==> src/rtl/traffic_light_pkg.sv <==
// Phase encodings shared with the UART message select, default phase durations and lamp decode.
// Latency: none (types and constants only); backpressure: none.
package traffic_light_pkg;

    typedef enum logic [1:0] {
        GREEN  = 2'b00,
        YELLOW = 2'b01,
        RED    = 2'b10,
        PED    = 2'b11
    } phase_t;

    localparam int DEF_TICK_DIV    = 12_000_000;
    localparam int DEF_GREEN_S     = 10;
    localparam int DEF_YELLOW_S    = 3;
    localparam int DEF_RED_S       = 8;
    localparam int DEF_PED_S       = 6;
    localparam int DEF_MIN_GREEN_S = 4;

    // Lamp pattern {green, yellow, red, walk}; red stays lit through PED.
    function automatic logic [3:0] phase_lamps(phase_t p);
        logic [3:0] lamps;
        case (p)
            GREEN:   lamps = 4'b1000;
            YELLOW:  lamps = 4'b0100;
            RED:     lamps = 4'b0010;
            PED:     lamps = 4'b0011;
            default: lamps = 4'b0010;
        endcase
        return lamps;
    endfunction

endpackage

==> src/rtl/traffic_light_sequencer_if.sv <==
// Lamp, phase-code and pedestrian-button bundle of the traffic-light node.
// Latency: none (wiring only); backpressure: none, outputs are level/pulse signals.
interface traffic_light_sequencer_if;
    logic       ped_btn;
    logic       light_g;
    logic       light_y;
    logic       light_r;
    logic       ped_walk;
    logic [1:0] state_code;
    logic       state_change;
    logic [7:0] secs_left;

    modport master (
        input  ped_btn,
        output light_g, light_y, light_r, ped_walk,
        output state_code, state_change, secs_left
    );

    modport slave (
        output ped_btn,
        input  light_g, light_y, light_r, ped_walk,
        input  state_code, state_change, secs_left
    );
endinterface

==> src/rtl/tick_prescaler.sv <==
// Divides the clock into a one-cycle tick every TICK_DIV cycles, restartable by clear.
// Latency: tick is combinational from the count register; backpressure: none.
module tick_prescaler #(
    parameter int TICK_DIV = 12_000_000
) (
    input  logic clk,
    input  logic rst_n,
    input  logic clear,
    output logic tick
);

    localparam int W = (TICK_DIV > 1) ? $clog2(TICK_DIV) : 1;
    localparam logic [W-1:0] L_LAST = W'(TICK_DIV - 1);

    logic [W-1:0] r_cnt;

    always_ff @(posedge clk or negedge rst_n) begin
        if (!rst_n) begin
            r_cnt <= '0;
        end else if (clear || r_cnt == L_LAST) begin
            r_cnt <= '0;
        end else begin
            r_cnt <= r_cnt + W'(1);
        end
    end

    assign tick = (r_cnt == L_LAST);

endmodule

==> src/rtl/traffic_light_sequencer.sv <==
// Timed GREEN/YELLOW/RED cycle with a pedestrian phase on request; all outputs registered.
// Latency: exit tick at T shows new phase at T+1, button to pending 3 cycles; backpressure: none.
module traffic_light_sequencer
    import traffic_light_pkg::*;
#(
    parameter int TICK_DIV    = DEF_TICK_DIV,
    parameter int GREEN_S     = DEF_GREEN_S,
    parameter int YELLOW_S    = DEF_YELLOW_S,
    parameter int RED_S       = DEF_RED_S,
    parameter int PED_S       = DEF_PED_S,
    parameter int MIN_GREEN_S = DEF_MIN_GREEN_S
) (
    input  logic                      clk,
    input  logic                      rst_n,
    traffic_light_sequencer_if.master bus
);

    localparam logic [7:0] L_GREEN     = 8'(GREEN_S);
    localparam logic [7:0] L_YELLOW    = 8'(YELLOW_S);
    localparam logic [7:0] L_RED       = 8'(RED_S);
    localparam logic [7:0] L_PED       = 8'(PED_S);
    localparam logic [7:0] L_MIN_GREEN = 8'(MIN_GREEN_S);

    phase_t     r_phase;
    logic [7:0] r_e;
    logic [7:0] r_secs;
    logic       r_sync1;
    logic       r_sync2;
    logic       r_btn_q;
    logic       r_pending;
    logic       r_light_g;
    logic       r_light_y;
    logic       r_light_r;
    logic       r_ped_walk;
    logic       r_change;

    logic       w_tick;
    logic       w_btn_edge;
    logic       w_req;
    logic       w_exit;
    logic [7:0] w_dur;
    logic [7:0] w_e_next;
    phase_t     w_next;

    function automatic logic [7:0] dur_of(phase_t p);
        logic [7:0] d;
        case (p)
            GREEN:   d = L_GREEN;
            YELLOW:  d = L_YELLOW;
            RED:     d = L_RED;
            PED:     d = L_PED;
            default: d = L_GREEN;
        endcase
        return d;
    endfunction

    tick_prescaler #(
        .TICK_DIV (TICK_DIV)
    ) u_prescaler (
        .clk   (clk),
        .rst_n (rst_n),
        .clear (w_exit),
        .tick  (w_tick)
    );

    // A fresh edge counts as a request on its own cycle, so it wins a coincident RED exit.
    always_comb begin
        w_dur      = dur_of(r_phase);
        w_e_next   = r_e + 8'd1;
        w_btn_edge = r_sync2 & ~r_btn_q;
        w_req      = r_pending | (w_btn_edge & (r_phase != PED));
        w_exit     = w_tick & ((w_e_next == w_dur) |
                               ((r_phase == GREEN) & w_req & (w_e_next >= L_MIN_GREEN)));
        case (r_phase)
            GREEN:   w_next = YELLOW;
            YELLOW:  w_next = RED;
            RED:     w_next = w_req ? PED : GREEN;
            PED:     w_next = GREEN;
            default: w_next = GREEN;
        endcase
    end

    always_ff @(posedge clk or negedge rst_n) begin
        if (!rst_n) begin
            r_phase    <= GREEN;
            r_e        <= 8'd0;
            r_secs     <= L_GREEN;
            r_sync1    <= 1'b0;
            r_sync2    <= 1'b0;
            r_btn_q    <= 1'b0;
            r_pending  <= 1'b0;
            r_light_g  <= 1'b1;
            r_light_y  <= 1'b0;
            r_light_r  <= 1'b0;
            r_ped_walk <= 1'b0;
            r_change   <= 1'b0;
        end else begin
            r_sync1  <= bus.ped_btn;
            r_sync2  <= r_sync1;
            r_btn_q  <= r_sync2;
            r_change <= w_exit;

            if (w_exit) begin
                r_phase <= w_next;
                r_e     <= 8'd0;
                r_secs  <= dur_of(w_next);
                {r_light_g, r_light_y, r_light_r, r_ped_walk} <= phase_lamps(w_next);
            end else if (w_tick) begin
                r_e    <= w_e_next;
                r_secs <= r_secs - 8'd1;
            end

            // Requests raised during the walk itself are dropped.
            if (w_exit && w_next == PED) begin
                r_pending <= 1'b0;
            end else if (w_btn_edge && r_phase != PED) begin
                r_pending <= 1'b1;
            end
        end
    end

    assign bus.state_code   = r_phase;
    assign bus.light_g      = r_light_g;
    assign bus.light_y      = r_light_y;
    assign bus.light_r      = r_light_r;
    assign bus.ped_walk     = r_ped_walk;
    assign bus.state_change = r_change;
    assign bus.secs_left    = r_secs;

endmodule

==> src/flat_wrapper.sv <==
// flat-port wrapper written by rule: the top's interface ports become plain ports
module traffic_light_sequencer_flat import traffic_light_pkg::*;
#(
    parameter int TICK_DIV    = DEF_TICK_DIV,
    parameter int GREEN_S     = DEF_GREEN_S,
    parameter int YELLOW_S    = DEF_YELLOW_S,
    parameter int RED_S       = DEF_RED_S,
    parameter int PED_S       = DEF_PED_S,
    parameter int MIN_GREEN_S = DEF_MIN_GREEN_S
)
  (clk, rst_n, bus_ped_btn, bus_light_g, bus_light_y, bus_light_r, bus_ped_walk, bus_state_code, bus_state_change, bus_secs_left);
  traffic_light_sequencer_if bus_i ();
  input  logic clk;
  input  logic rst_n;
  input wire logic [$bits(bus_i.ped_btn)-1:0] bus_ped_btn;
  output wire logic [$bits(bus_i.light_g)-1:0] bus_light_g;
  output wire logic [$bits(bus_i.light_y)-1:0] bus_light_y;
  output wire logic [$bits(bus_i.light_r)-1:0] bus_light_r;
  output wire logic [$bits(bus_i.ped_walk)-1:0] bus_ped_walk;
  output wire logic [$bits(bus_i.state_code)-1:0] bus_state_code;
  output wire logic [$bits(bus_i.state_change)-1:0] bus_state_change;
  output wire logic [$bits(bus_i.secs_left)-1:0] bus_secs_left;
  assign bus_i.ped_btn = bus_ped_btn;
  assign bus_light_g = bus_i.light_g;
  assign bus_light_y = bus_i.light_y;
  assign bus_light_r = bus_i.light_r;
  assign bus_ped_walk = bus_i.ped_walk;
  assign bus_state_code = bus_i.state_code;
  assign bus_state_change = bus_i.state_change;
  assign bus_secs_left = bus_i.secs_left;
  traffic_light_sequencer #(.TICK_DIV(TICK_DIV), .GREEN_S(GREEN_S), .YELLOW_S(YELLOW_S), .RED_S(RED_S), .PED_S(PED_S), .MIN_GREEN_S(MIN_GREEN_S)) u_core (.clk(clk), .rst_n(rst_n), .bus(bus_i));
endmodule
==> config.mk <==
export PLATFORM = sky130hd
export DESIGN_NAME = traffic_light_sequencer_flat
export DESIGN_NICKNAME = d
export VERILOG_FILES = /design/src/rtl/traffic_light_pkg.sv /design/src/rtl/traffic_light_sequencer_if.sv /design/src/rtl/tick_prescaler.sv /design/src/rtl/traffic_light_sequencer.sv /design/src/flat_wrapper.sv
export SDC_FILE = /design/constraint.sdc
export NUM_CORES = 1
export LEC_CHECK = 0
export CORE_MARGIN = 1
export CORE_UTILIZATION = 40
export DETAILED_ROUTE_END_ITERATION = 7
export SLEW_MARGIN = 20
export SYNTH_ARGS = -nofsm -noshare
export SYNTH_HDL_FRONTEND = slang
export SYNTH_SLANG_ARGS = --single-unit
==> constraint.sdc <==
create_clock -name clk -period 8.38 [get_ports clk]
set_input_delay 1.676 -clock clk [delete_from_list [all_inputs] [get_ports clk]]
set_output_delay 1.676 -clock clk [all_outputs]
set_load 0.02 [all_outputs]
* Yosys cells after proc, flatten, opt, wreduce, memory -nomap -nowiden
Index checks and enable logic that the tools add are counted.
** Storage, ports and cells
- Word-level logic and storage cells :: 53
- Register bits :: 51
- Output and inout port bits :: 15
** Cells by class
- Bitwise gates (word level) :: 8
- Reductions and logical operators :: 7
- Multiplexer cells :: 12
- Eq/ne operators :: 9
- Magnitude comparators :: 1
- Add/sub/neg operators :: 3
** Operators by type and width (count)
- $pmux 8 s4 :: 2
- $mux 8 :: 4
- $add 24x1->24 const B :: 1
- $eq 24x24->1 const B :: 1
- $mux 24 :: 1
- $pmux 4 s4 :: 1
- $add 8x1->8 const B :: 1
- $eq 2x2->1 const B :: 4
- $eq 8x8->1 :: 1
- $ge 8x3->1 const B :: 1
- $pmux 2 s4 :: 1
- $sub 8x1->8 const B :: 1
- $and 1x1->1 :: 5
- $eq 2x1->1 const B :: 2
- $logic_not 2->1 :: 2
- $reduce_bool 2->1 :: 2
- $logic_and 1x1->1 :: 2
- $mux 1 :: 2
- $mux 2 :: 1
- $ne 2x2->1 const B :: 1
- $or 1x1->1 :: 2
- $logic_or 1x1->1 :: 1
- $not 1->1 :: 1

* Logic depth before layout (Yosys ltp)
Gate-level depths: netlist of run 1.
- Depth after elaboration :: 10
- Gate-level depth with buffers :: 10
- Mapped depth without buffers :: 8

* Cells and area by module
Synthesis of run 1 repeated with hierarchy kept, for this count alone.
** Unflattened totals
- Cell total of the unflattened synthesis :: 286
- Area, all modules :: 2821.5 um2
** Modules (own cells, without submodules)
- traffic_light_sequencer :: instances 1, sequential area each 654.4 um2, cells each 155, area each 1551.5 um2
- tick_prescaler :: instances 1, sequential area each 600.6 um2, cells each 131, area each 1270.0 um2

* Worst setup path after synthesis of run 1
OpenSTA, ideal clock, no wires.
- Path type :: register to register
- From :: register u_core.r_e[0]
- To :: register u_core.r_light_g, in the netlist u_core.bus.light_g
- Buffers on the path :: 2
- Stages on the path, launching flop included :: 11
- Slack :: 5.720 ns
- Setup time :: 0.091 ns
- Data arrival time :: 2.570 ns
- Cell sequence :: dfrtp_1 ha_1 buf_2 and3_1 or4_1 a211oi_2 mux2i_1 or2_0 buf_2 nand3_1 o31ai_1
** Between the ends
- Word-level cells in the longest chain between the ends :: 5
** RTL lines
- start, declared :: RTL line traffic_light_sequencer.sv:25 : logic [7:0] r_e;
- start signal, assigned :: RTL line traffic_light_sequencer.sv:109 : r_e <= w_e_next;
- $add 8x1->8 (*) :: RTL line traffic_light_sequencer.sv:69 : w_e_next = r_e + 8'd1;
- $ge 8x3->1 :: RTL line traffic_light_sequencer.sv:73 : ((r_phase == GREEN) & w_req & (w_e_next >= L_MIN_GREEN)));
- $and 1x1->1 :: RTL line traffic_light_sequencer.sv:73
- $or 1x1->1 (*) :: RTL line traffic_light_sequencer.sv:72 : w_exit = w_tick & ((w_e_next == w_dur) |
- $and 1x1->1 (*) :: RTL line traffic_light_sequencer.sv:72
- end signal, assigned :: RTL line traffic_light_sequencer.sv:107 : {r_light_g, r_light_y, r_light_r, r_ped_walk} <= phase_lamps(w_next);
- end, declared :: RTL line traffic_light_sequencer.sv:31 : logic r_light_g;
Every way passes the cells marked *; elsewhere a longest branch is shown, timed or not.
A chain may end at the register's enable or synchronous reset.

* Worst setup path after layout of run 1
Ends and elaborated chain as after synthesis.

==> out/results.ini, run 1 <==
[status]
status = finished clean

[grt]
met3_usage = 0.03297
met2_usage = 0.2885
busiest_layer = met2
grt_pass1_vias = 1927
grt.total_usage = 0.1754
grt_max_degree = 51
globalRouteOverflowTotal = 0
antenna_found_initial = 0
grt_pass1_wl_mm = 9.004
use_met1 = 0.2340

[worst_setup_path]
crit_path_end_kind = register
slowest_delay_ps = 520
worst_setup_path_start_kind = register
cp_max_fo = 12
path_class = reg -> reg
required_ps = 8590
critical-path-slowest-cell = dfrtp_1
crit_chain = ha_1 -> and3_1 -> or4_1 -> a211oi_2 -> mux2i_1 -> or2_0 -> nand3_1 -> o31ai_1
worstPathArrival_ps = 3570

[cts]
cts_htree_levels = 2
postCtsSetupRepairBufs = 0
cts_hold_buf = 0
cts_buffers = 5
clk_latency_ps = 300
clk_path_buf_depth = 2
cts_resized = 0
clkTransAtPathRegs_ps = 80
cts-root-buf = clkbuf_8
clock-sinks = 50
cts_tree = yes

[synthesis]
syn_nets = 290
synth_edf_count = 0
async_reset_ff_frac = 1.000
ys_warn_count = 0
syn_area_mm2 = 0.002606
synthCells = 283
ys_ff_latch = 50
yosysSeqAreaShare = 0.4815
avgSynthCellArea_um2 = 9.209
ys_types = 47
ys.flop_type = dfrtp_1

[die]
rows = 29
core_mm2 = 0.006314
start_util = 0.4128
num_io_pins = 18
die_area_mm2 = 0.006843
die_w_um = 82.72
chipHeight_um = 82.72

[sta]
setup-tns-final_ps = 0
maxSlewHeadroom = 0.3798
rsz0062_at_grt = false
slew_viol_final = 0
clock.fmax_mhz = 297.7
timing.hold.ws_ps = 356.4
fin_crit_ps = 3359
worst_pin_slew_ps = 928.0
hold_viol = 0
fin_skew_ps = 11.83
min_period_over_period = 0.4009
final-setup-viol-count = 0

[routing]
vias = 2023
wl_per_cell_um = 14.28
post-route-drc-count = 0
ant_nets = 0
vias_per_cell = 5.468
wirelength_mm = 5.285
dr.pass1.iters = 4
dr.first_iter.drc_count = 129

[cells_and_area]
fin_nets = 299
area_growth_pct = 11.04
n_antenna_cell = 0
finalInstanceArea_mm2 = 0.002894
largest_reg_flops = 24
layout_commonest_cell = dfrtp_1
layout-drive-gt1-share = 0.05802
top_register = u_core.u_prescaler.r_cnt
final_cell_mix = dfrtp_1 (47), nand2_1 (35), nor2_1 (24)

[placement]
place_area_mm2 = 0.002803
place.gp.congestion = 0.8395
portBuffers = 17
place_hpwl_mm = 3.619

[power]
p_per_area_mw_per_mm2 = 135.3
p_leak_uw = 0.001280
ir_worst_vdd_v = 0.00009052

[job]
timing.max_cap.violations = 0

[worst_hold_path]
hp-class = reg -> reg

[final cells by class]
| type | instances | area, um2 |
|---|---|---|
| Clock buffer | 7 | 86.33 |
| Tap cell | 77 | 96.34 |
| Timing Repair Buffer | 18 | 172.7 |
| Sequential cell | 50 | 1255 |
| Inverter | 12 | 45.04 |
| Multi-Input combinational cell | 205 | 1234 |
| Fill cell | 629 | 3420 |
| Clock inverter | 1 | 5.005 |
[worst max-delay path, delay by kind of cell, from the launching register on]
| kind | cells | cell delay, ps |
|---|---|---|
| flops | 1 | 520 |
| fa+ha+maj | 1 | 400 |
| compound gates | 2 | 570 |
| mux | 1 | 430 |
| simple gates | 4 | 1350 |
[cell families after synthesis]
| group | after synthesis | synth area share |
|---|---|---|
| adders and majority gates | 4 | 0.01920 |
| xor gates and xnor gates | 23 | 0.07729 |
| DFF | 50 | 0.4815 |
| and+or+nand+nor | 120 | 0.2266 |
| buffers and inverters | 28 | 0.04512 |
| AOI/OAI and AO/OA | 54 | 0.1344 |
| muxes | 4 | 0.01584 |
[per-layer routing]
metal	share of wire	routed length [um]
met5	0	0
met4	0.010	53
met3	0.024	127
met2	0.47	2506
met1	0.49	2599
[cells in the mapped netlist, drive strengths merged, types with 5 or more instances]
cell,instances,share of area
dfrtp,47,0.45
nand2,35,0.050
nor2,25,0.037
o21ai,21,0.040
xor2,13,0.044
inv,12,0.017
nand3,12,0.023
nor3,10,0.019
xnor2,10,0.034
clkbuf,9,0.013
a21oi,8,0.015
and3,8,0.019
buf,7,0.015
nand4,7,0.017
o31ai,6,0.017
and2,5,0.012
[metrics by stage]
step	instances	total power (uW)	utilization	worst slack (ps)
floorplan	283	246.9	-	5720
global placement	362	253.0	0.4439	5112
detailed placement	362	253.0	0.4439	5045
CTS	370	398.3	0.4584	5019
global route	370	409.3	0.4584	4749
finish	370	391.7	0.4584	5021
[final timing paths]
| path | start | to | slack [ps] | cells after the start |
|---|---|---|---|---|
| setup / recovery | u_core.r_e[0]$_DFFE_PN0N_ | u_core.bus.light_g$_DFFE_PN1P_ | 5020 | 8 |
| hold / removal | u_core.r_sync1$_DFF_PN0_ | u_core.r_sync2$_DFF_PN0_ | 360 | 0 |
| setup reg to reg | u_core.r_e[0]$_DFFE_PN0N_ | u_core.bus.light_g$_DFFE_PN1P_ | 5020 | 8 |
| hold reg to reg | u_core.r_sync1$_DFF_PN0_ | u_core.r_sync2$_DFF_PN0_ | 360 | 0 |
| max in group asynchronous | rst_n | u_core.u_prescaler.r_cnt[0]$_DFF_PN0_ | 6480 | 2 |
| min in group asynchronous | rst_n | u_core.r_e[0]$_DFFE_PN0N_ | 1470 | 2 |
[report_power, final]
group	leakage (uW)	internal, uW	switching, uW
clock	0.0000482	66.8	77.3
sequential	0.000661	242	0.244
combinational	0.000570	0.909	4.69
Note: power is estimated with default switching activity, not from simulation.
==> run 2: changes to the inputs <==
- clock period: 8.38 -> 3.35 ns (I/O delays scaled with it)
==> run 2 against run 1 <==
Effect of this change: cell count up 1.1%; sequential power increased by 150%; power increased to 2.7 times the previous value; sequential cell count is the same; global-route usage up 0.36 points; final area up 1.9%; setup slack lost 4800 ps; register-to-register slack worse by 4800 ps; count of clock-buffer cells in the layout unchanged; clock skew decreased by 4.4 ps; largest power group unchanged; first-iteration DRC count fell by 16%; critical path type unchanged.
==> out/results.ini, run 2 (synthesized netlist as in run 1, its figures left out) <==
[routing]
post-route-drc-count = 0
dr.first_iter.drc_count = 109
dr.pass1.iters = 4
wirelength_mm = 5.442
wl_per_cell_um = 14.55
ant_nets = 0
vias = 2015
vias_per_cell = 5.388

[grt]
grt_pass1_vias = 1910
grt_max_degree = 33
grt_pass1_wl_mm = 9.149
antenna_found_initial = 0
grt.total_usage = 0.1790
globalRouteOverflowTotal = 0

[power]
clkPwrFrac = 0.417
p_per_area_mw_per_mm2 = 360.3
p_comb_frac = 0.013
p_seq_frac = 0.570
ir_worst_vdd_v = 0.0001825
swShare = 0.1993
p_int_uw = 850.9
switchingPower_uw = 211.8
p_leak_uw = 0.001310

[worst_setup_path]
required_ps = 3590
cp_num_buf_inv = 0
crit_chain = ha_1 -> and3_1 -> or4_1 -> a211oi_2 -> mux2i_1 -> nor2_2 -> a2111oi_0 -> a211o_1
cp_num_cells = 8
worstPathArrival_ps = 3350
cp_max_fo = 16
ff2ff_path_depth = 8
crit_family = compound AO/OA/AOI/OAI gates
slowest_delay_ps = 490
path_class = reg -> reg
crit_path_end_kind = register
worst_setup_path_start_kind = register
critical-path-slowest-cell = dfrtp_1

[job]
timing.max_cap.violations = 0

[cts]
clk_path_buf_depth = 2
cts_htree_levels = 2
cts_hold_buf = 0
cts_resized = 0
cts_buffers = 5
clkTransAtPathRegs_ps = 90
cts-root-buf = clkbuf_8
clk_latency_ps = 300
postCtsSetupRepairBufs = 0
clock-sinks = 50
cts_tree = yes

[sta]
min_period_over_period = 0.9284
fin_crit_ps = 3110
final-setup-viol-count = 0
clock.fmax_mhz = 321.5
setup-tns-final_ps = 0
worst_pin_slew_ps = 621.8
fin_skew_ps = 7.384
slew_viol_final = 0
hold_viol = 0
maxSlewHeadroom = 0.5826
rsz0062_at_grt = false

[die]
rows = 29
die_area_mm2 = 0.006843
num_io_pins = 18
core_mm2 = 0.006314
die_w_um = 82.72
chipHeight_um = 82.72
start_util = 0.4128

[cells_and_area]
fin_cells = 374
top_register = u_core.u_prescaler.r_cnt
multi_input_area_mm2 = 0.001234
seqCellArea_mm2 = 0.001255
num-fill-cells = 625
fin_util = 0.4671
final_cell_mix = dfrtp_1 (47), nand2_1 (35), nor2_1 (24)
layout-drive-gt1-share = 0.07071
area_growth_pct = 13.15
layout_commonest_cell = dfrtp_1
fin_nets = 303
largest_reg_flops = 24
n_antenna_cell = 0

[placement]
portBuffers = 17
place.gp.congestion = 0.7971
place_hpwl_mm = 3.794
dpl.cell_count = 366

[worst_hold_path]
hp-class = in -> async

[status]
status = finished clean

-- run 2: changes by cell type in the layout (fill, tap and decap cells not counted) --
| cell | change |
|---|---|
| buf_4 | +4 |
| clkinv_2 | -1 |
| bufinv_16 | +1 |
-- run 2: final cells by class --
class / instances / area share
sequential: 50 / 0.4255
clock buffer: 7 / 0.02927
inverter: 12 / 0.01527
tap: 77 / 0.03267
timing repair buffer: 22 / 0.06873
clock inverter: 1 / 0.01018
multi-input combinational: 205 / 0.4183
-- run 2: per-layer routing --
metal	part of all wire	wire (um)	global-route usage
met1	0.48	2612	0.2364
met2	0.48	2592	0.2844
met3	0.027	147	0.03626
met4	0.016	89	0.07586
met5	0	0	0
-- run 2: metrics by stage --
stage | hold slack, ps | total power (uW) | setup WS [ps] | area (um2)
6_report | 290.1 | 1063 | 239.9 | 2949
5_1_grt | 322.0 | 1094 | 41.13 | 2949
4_1_cts | 292.2 | 1077 | 270.9 | 2949
3_5_place_dp | 341.3 | 632.9 | 284.7 | 2833
3_3_place_gp | 337.2 | 632.8 | 417.4 | 2833
2_1_floorplan | 331.2 | 617.6 | 689.7 | 2606
-- run 2: worst paths after layout --
check                           slack [ps]                             endpoint                 startpoint
min in group clk                       360             u_core.r_sync2$_DFF_PN0_   u_core.r_sync1$_DFF_PN0_
worst min-delay path                   290             u_core.r_btn_q$_DFF_PN0_                      rst_n
max in group asynchronous             2270  u_core.bus.secs_left[1]$_DFFE_PN1N_                      rst_n
worst max-delay path                   240  u_core.bus.secs_left[0]$_DFFE_PN0N_  u_core.r_e[1]$_DFFE_PN0N_
worst max register to register         240  u_core.bus.secs_left[0]$_DFFE_PN0N_  u_core.r_e[1]$_DFFE_PN0N_
worst min register to register         360             u_core.r_sync2$_DFF_PN0_   u_core.r_sync1$_DFF_PN0_
-- run 2: power groups by stage --
| stage | logic (uW) | clock network, uW | registers, uW |
|---|---|---|---|
| CTS | 15.4 | 456 | 606 |
| detailed placement | 15.4 | 0 | 617 |
| finish | 14.1 | 443 | 605 |
| floorplan | 0.213 | 0 | 617 |
| global placement | 15.4 | 0 | 617 |
| global route | 17.3 | 471 | 606 |
==> run 3: changes to the inputs <==
- REMOVE_ABC_BUFFERS: unset -> 1
==> run 3 against run 2 <==
Effect of this change: combinational power about the same; power down 1.8%; fmax up 0.76%; critical path type unchanged; clock power down 4%; utilization down 0.079 points.
==> out/results.ini, run 3 (synthesized netlist as in run 1, its figures left out) <==
[job]
timing.max_cap.violations = 0

[sta]
min_period_over_period = 0.9214
slew_viol_final = 0
setup-tns-final_ps = 0
worst_pin_slew_ps = 828.9
hold_viol = 0
rsz0062_at_grt = false
maxSlewHeadroom = 0.4437
final-setup-viol-count = 0
clock.fmax_mhz = 324.0
fin_skew_ps = 6.793
timing.hold.ws_ps = 353.3
fin_crit_ps = 3087

[routing]
vias = 2045
post-route-drc-count = 0
dr.pass1.iters = 4
dr.first_iter.drc_count = 128
wirelength_mm = 5.556
wl_per_cell_um = 14.86
vias_per_cell = 5.468
ant_nets = 0

[power]
clkPwrFrac = 0.406
p_int_uw = 831.1
ir_worst_vdd_v = 0.0001852
p_comb_frac = 0.014
swShare = 0.2040
p_seq_frac = 0.580
p_per_area_mw_per_mm2 = 354.6
switchingPower_uw = 213.0
p_leak_uw = 0.001307

[cells_and_area]
largest_reg_flops = 24
multi_input_area_mm2 = 0.001239
final_cell_mix = dfrtp_1 (47), nand2_1 (35), nor2_1 (24)
n_antenna_cell = 0
seqCellArea_mm2 = 0.001255
layout_commonest_cell = dfrtp_1
fin_nets = 303
layout-drive-gt1-share = 0.06734
top_register = u_core.u_prescaler.r_cnt
num-fill-cells = 626
area_growth_pct = 12.96

[grt]
grt_pass1_vias = 1957
globalRouteOverflowTotal = 0
grt_pass1_wl_mm = 9.273
antenna_found_initial = 0
grt_max_degree = 31
grt.total_usage = 0.1798

[placement]
portBuffers = 17
place.gp.congestion = 0.8165
place_hpwl_mm = 3.783

[die]
chipHeight_um = 82.72
num_io_pins = 18
start_util = 0.4128
rows = 29
core_mm2 = 0.006314
die_area_mm2 = 0.006843
die_w_um = 82.72

[worst_setup_path]
crit_path_end_kind = register
cp_max_fo = 16
worst_setup_path_start_kind = register
r2r-start = u_core.r_e[1]$_DFFE_PN0N_
worstSetupStartpoint = u_core.r_e[1]$_DFFE_PN0N_
required_ps = 3600
worstSetupEndpoint = u_core.bus.secs_left[0]$_DFFE_PN0N_
path_class = reg -> reg
reg2reg_to = u_core.bus.secs_left[0]$_DFFE_PN0N_
ff2ff_path_depth = 8
worstPathArrival_ps = 3330
rrSetupSlack_ps = 260

[cts]
cts_tree = yes
cts_htree_levels = 2
clk_latency_ps = 300
cts_buffers = 5
cts-root-buf = clkbuf_8
clock-sinks = 50
cts_resized = 0
cts_hold_buf = 0
clkTransAtPathRegs_ps = 90
clk_path_buf_depth = 2
postCtsSetupRepairBufs = 0

[status]
status = finished clean

[worst_hold_path]
hp-class = reg -> reg

## run 3: changes by cell type in the layout (fill, tap and decap cells not counted)
cell	delta
clkbuf_1	+1
clkbuf_8	-1
nor2_2	-1
nor2_4	+1
## run 3: layer usage
metal  vias to the layer above  global-route usage  part of all wire
li1                       1011                   -                 -
met1                      1001              0.2416              0.48
met2                        26              0.2992              0.47
met3                         7             0.02967             0.033
met4                         0             0.04655             0.010
met5                         -                   0                 0
## run 3: power by group through the flow
| stage | Combinational (uW) | Sequential [uW] | Clock, uW |
|---|---|---|---|
| final | 14.3 | 606 | 424 |
| after global routing | 17.4 | 606 | 459 |
| after CTS | 15.5 | 606 | 439 |
| after detailed placement | 15.6 | 618 | 0 |
| after global placement | 15.4 | 617 | 0 |
| after floorplan | 0.213 | 617 | 0 |
## run 3: layout make-up
type | count | area share
clock buffers | 7 | 0.02592
well taps | 77 | 0.03272
repair buffers | 22 | 0.06885
inverters | 12 | 0.01530
clock inverters | 1 | 0.01020
flip-flops and latches | 50 | 0.4263
multi-input cells | 205 | 0.4207
## run 3: how the worst min path moves through the flow
stage	start	end	slack, ps	cells past startpoint
2_1_floorplan	u_core.r_sync1$_DFF_PN0_	u_core.r_sync2$_DFF_PN0_	330	0
3_3_place_gp	u_core.r_sync1$_DFF_PN0_	u_core.r_sync2$_DFF_PN0_	330	0
3_5_place_dp	u_core.r_sync1$_DFF_PN0_	u_core.r_sync2$_DFF_PN0_	350	0
4_1_cts	u_core.r_sync1$_DFF_PN0_	u_core.r_sync2$_DFF_PN0_	370	0
5_1_grt	u_core.r_sync1$_DFF_PN0_	u_core.r_sync2$_DFF_PN0_	380	0
6_report	u_core.r_sync1$_DFF_PN0_	u_core.r_sync2$_DFF_PN0_	350	0
## run 3: worst max-delay path, cell delays in order, from the launching register on
cell       delay (ps)
dfrtp_1           490
ha_1              350
and3_1            200
or4_1             420
a211oi_2          280
mux2i_1           530
nor2_4            180
a2111oi_0         440
a211o_1           150
## run 3: through the flow
stage               power, uW  setup slack (ps)  instances  cell area [um2]    util
detailed placement      633.2             269.1        366             2833  0.4487
finish                   1044             263.3        374             2944  0.4663
floorplan               617.6             530.5        267             2534       -
CTS                      1060             251.4        374             2939  0.4655
global placement        632.9             431.5        366             2833  0.4487
global route             1082             101.8        374             2944  0.4663
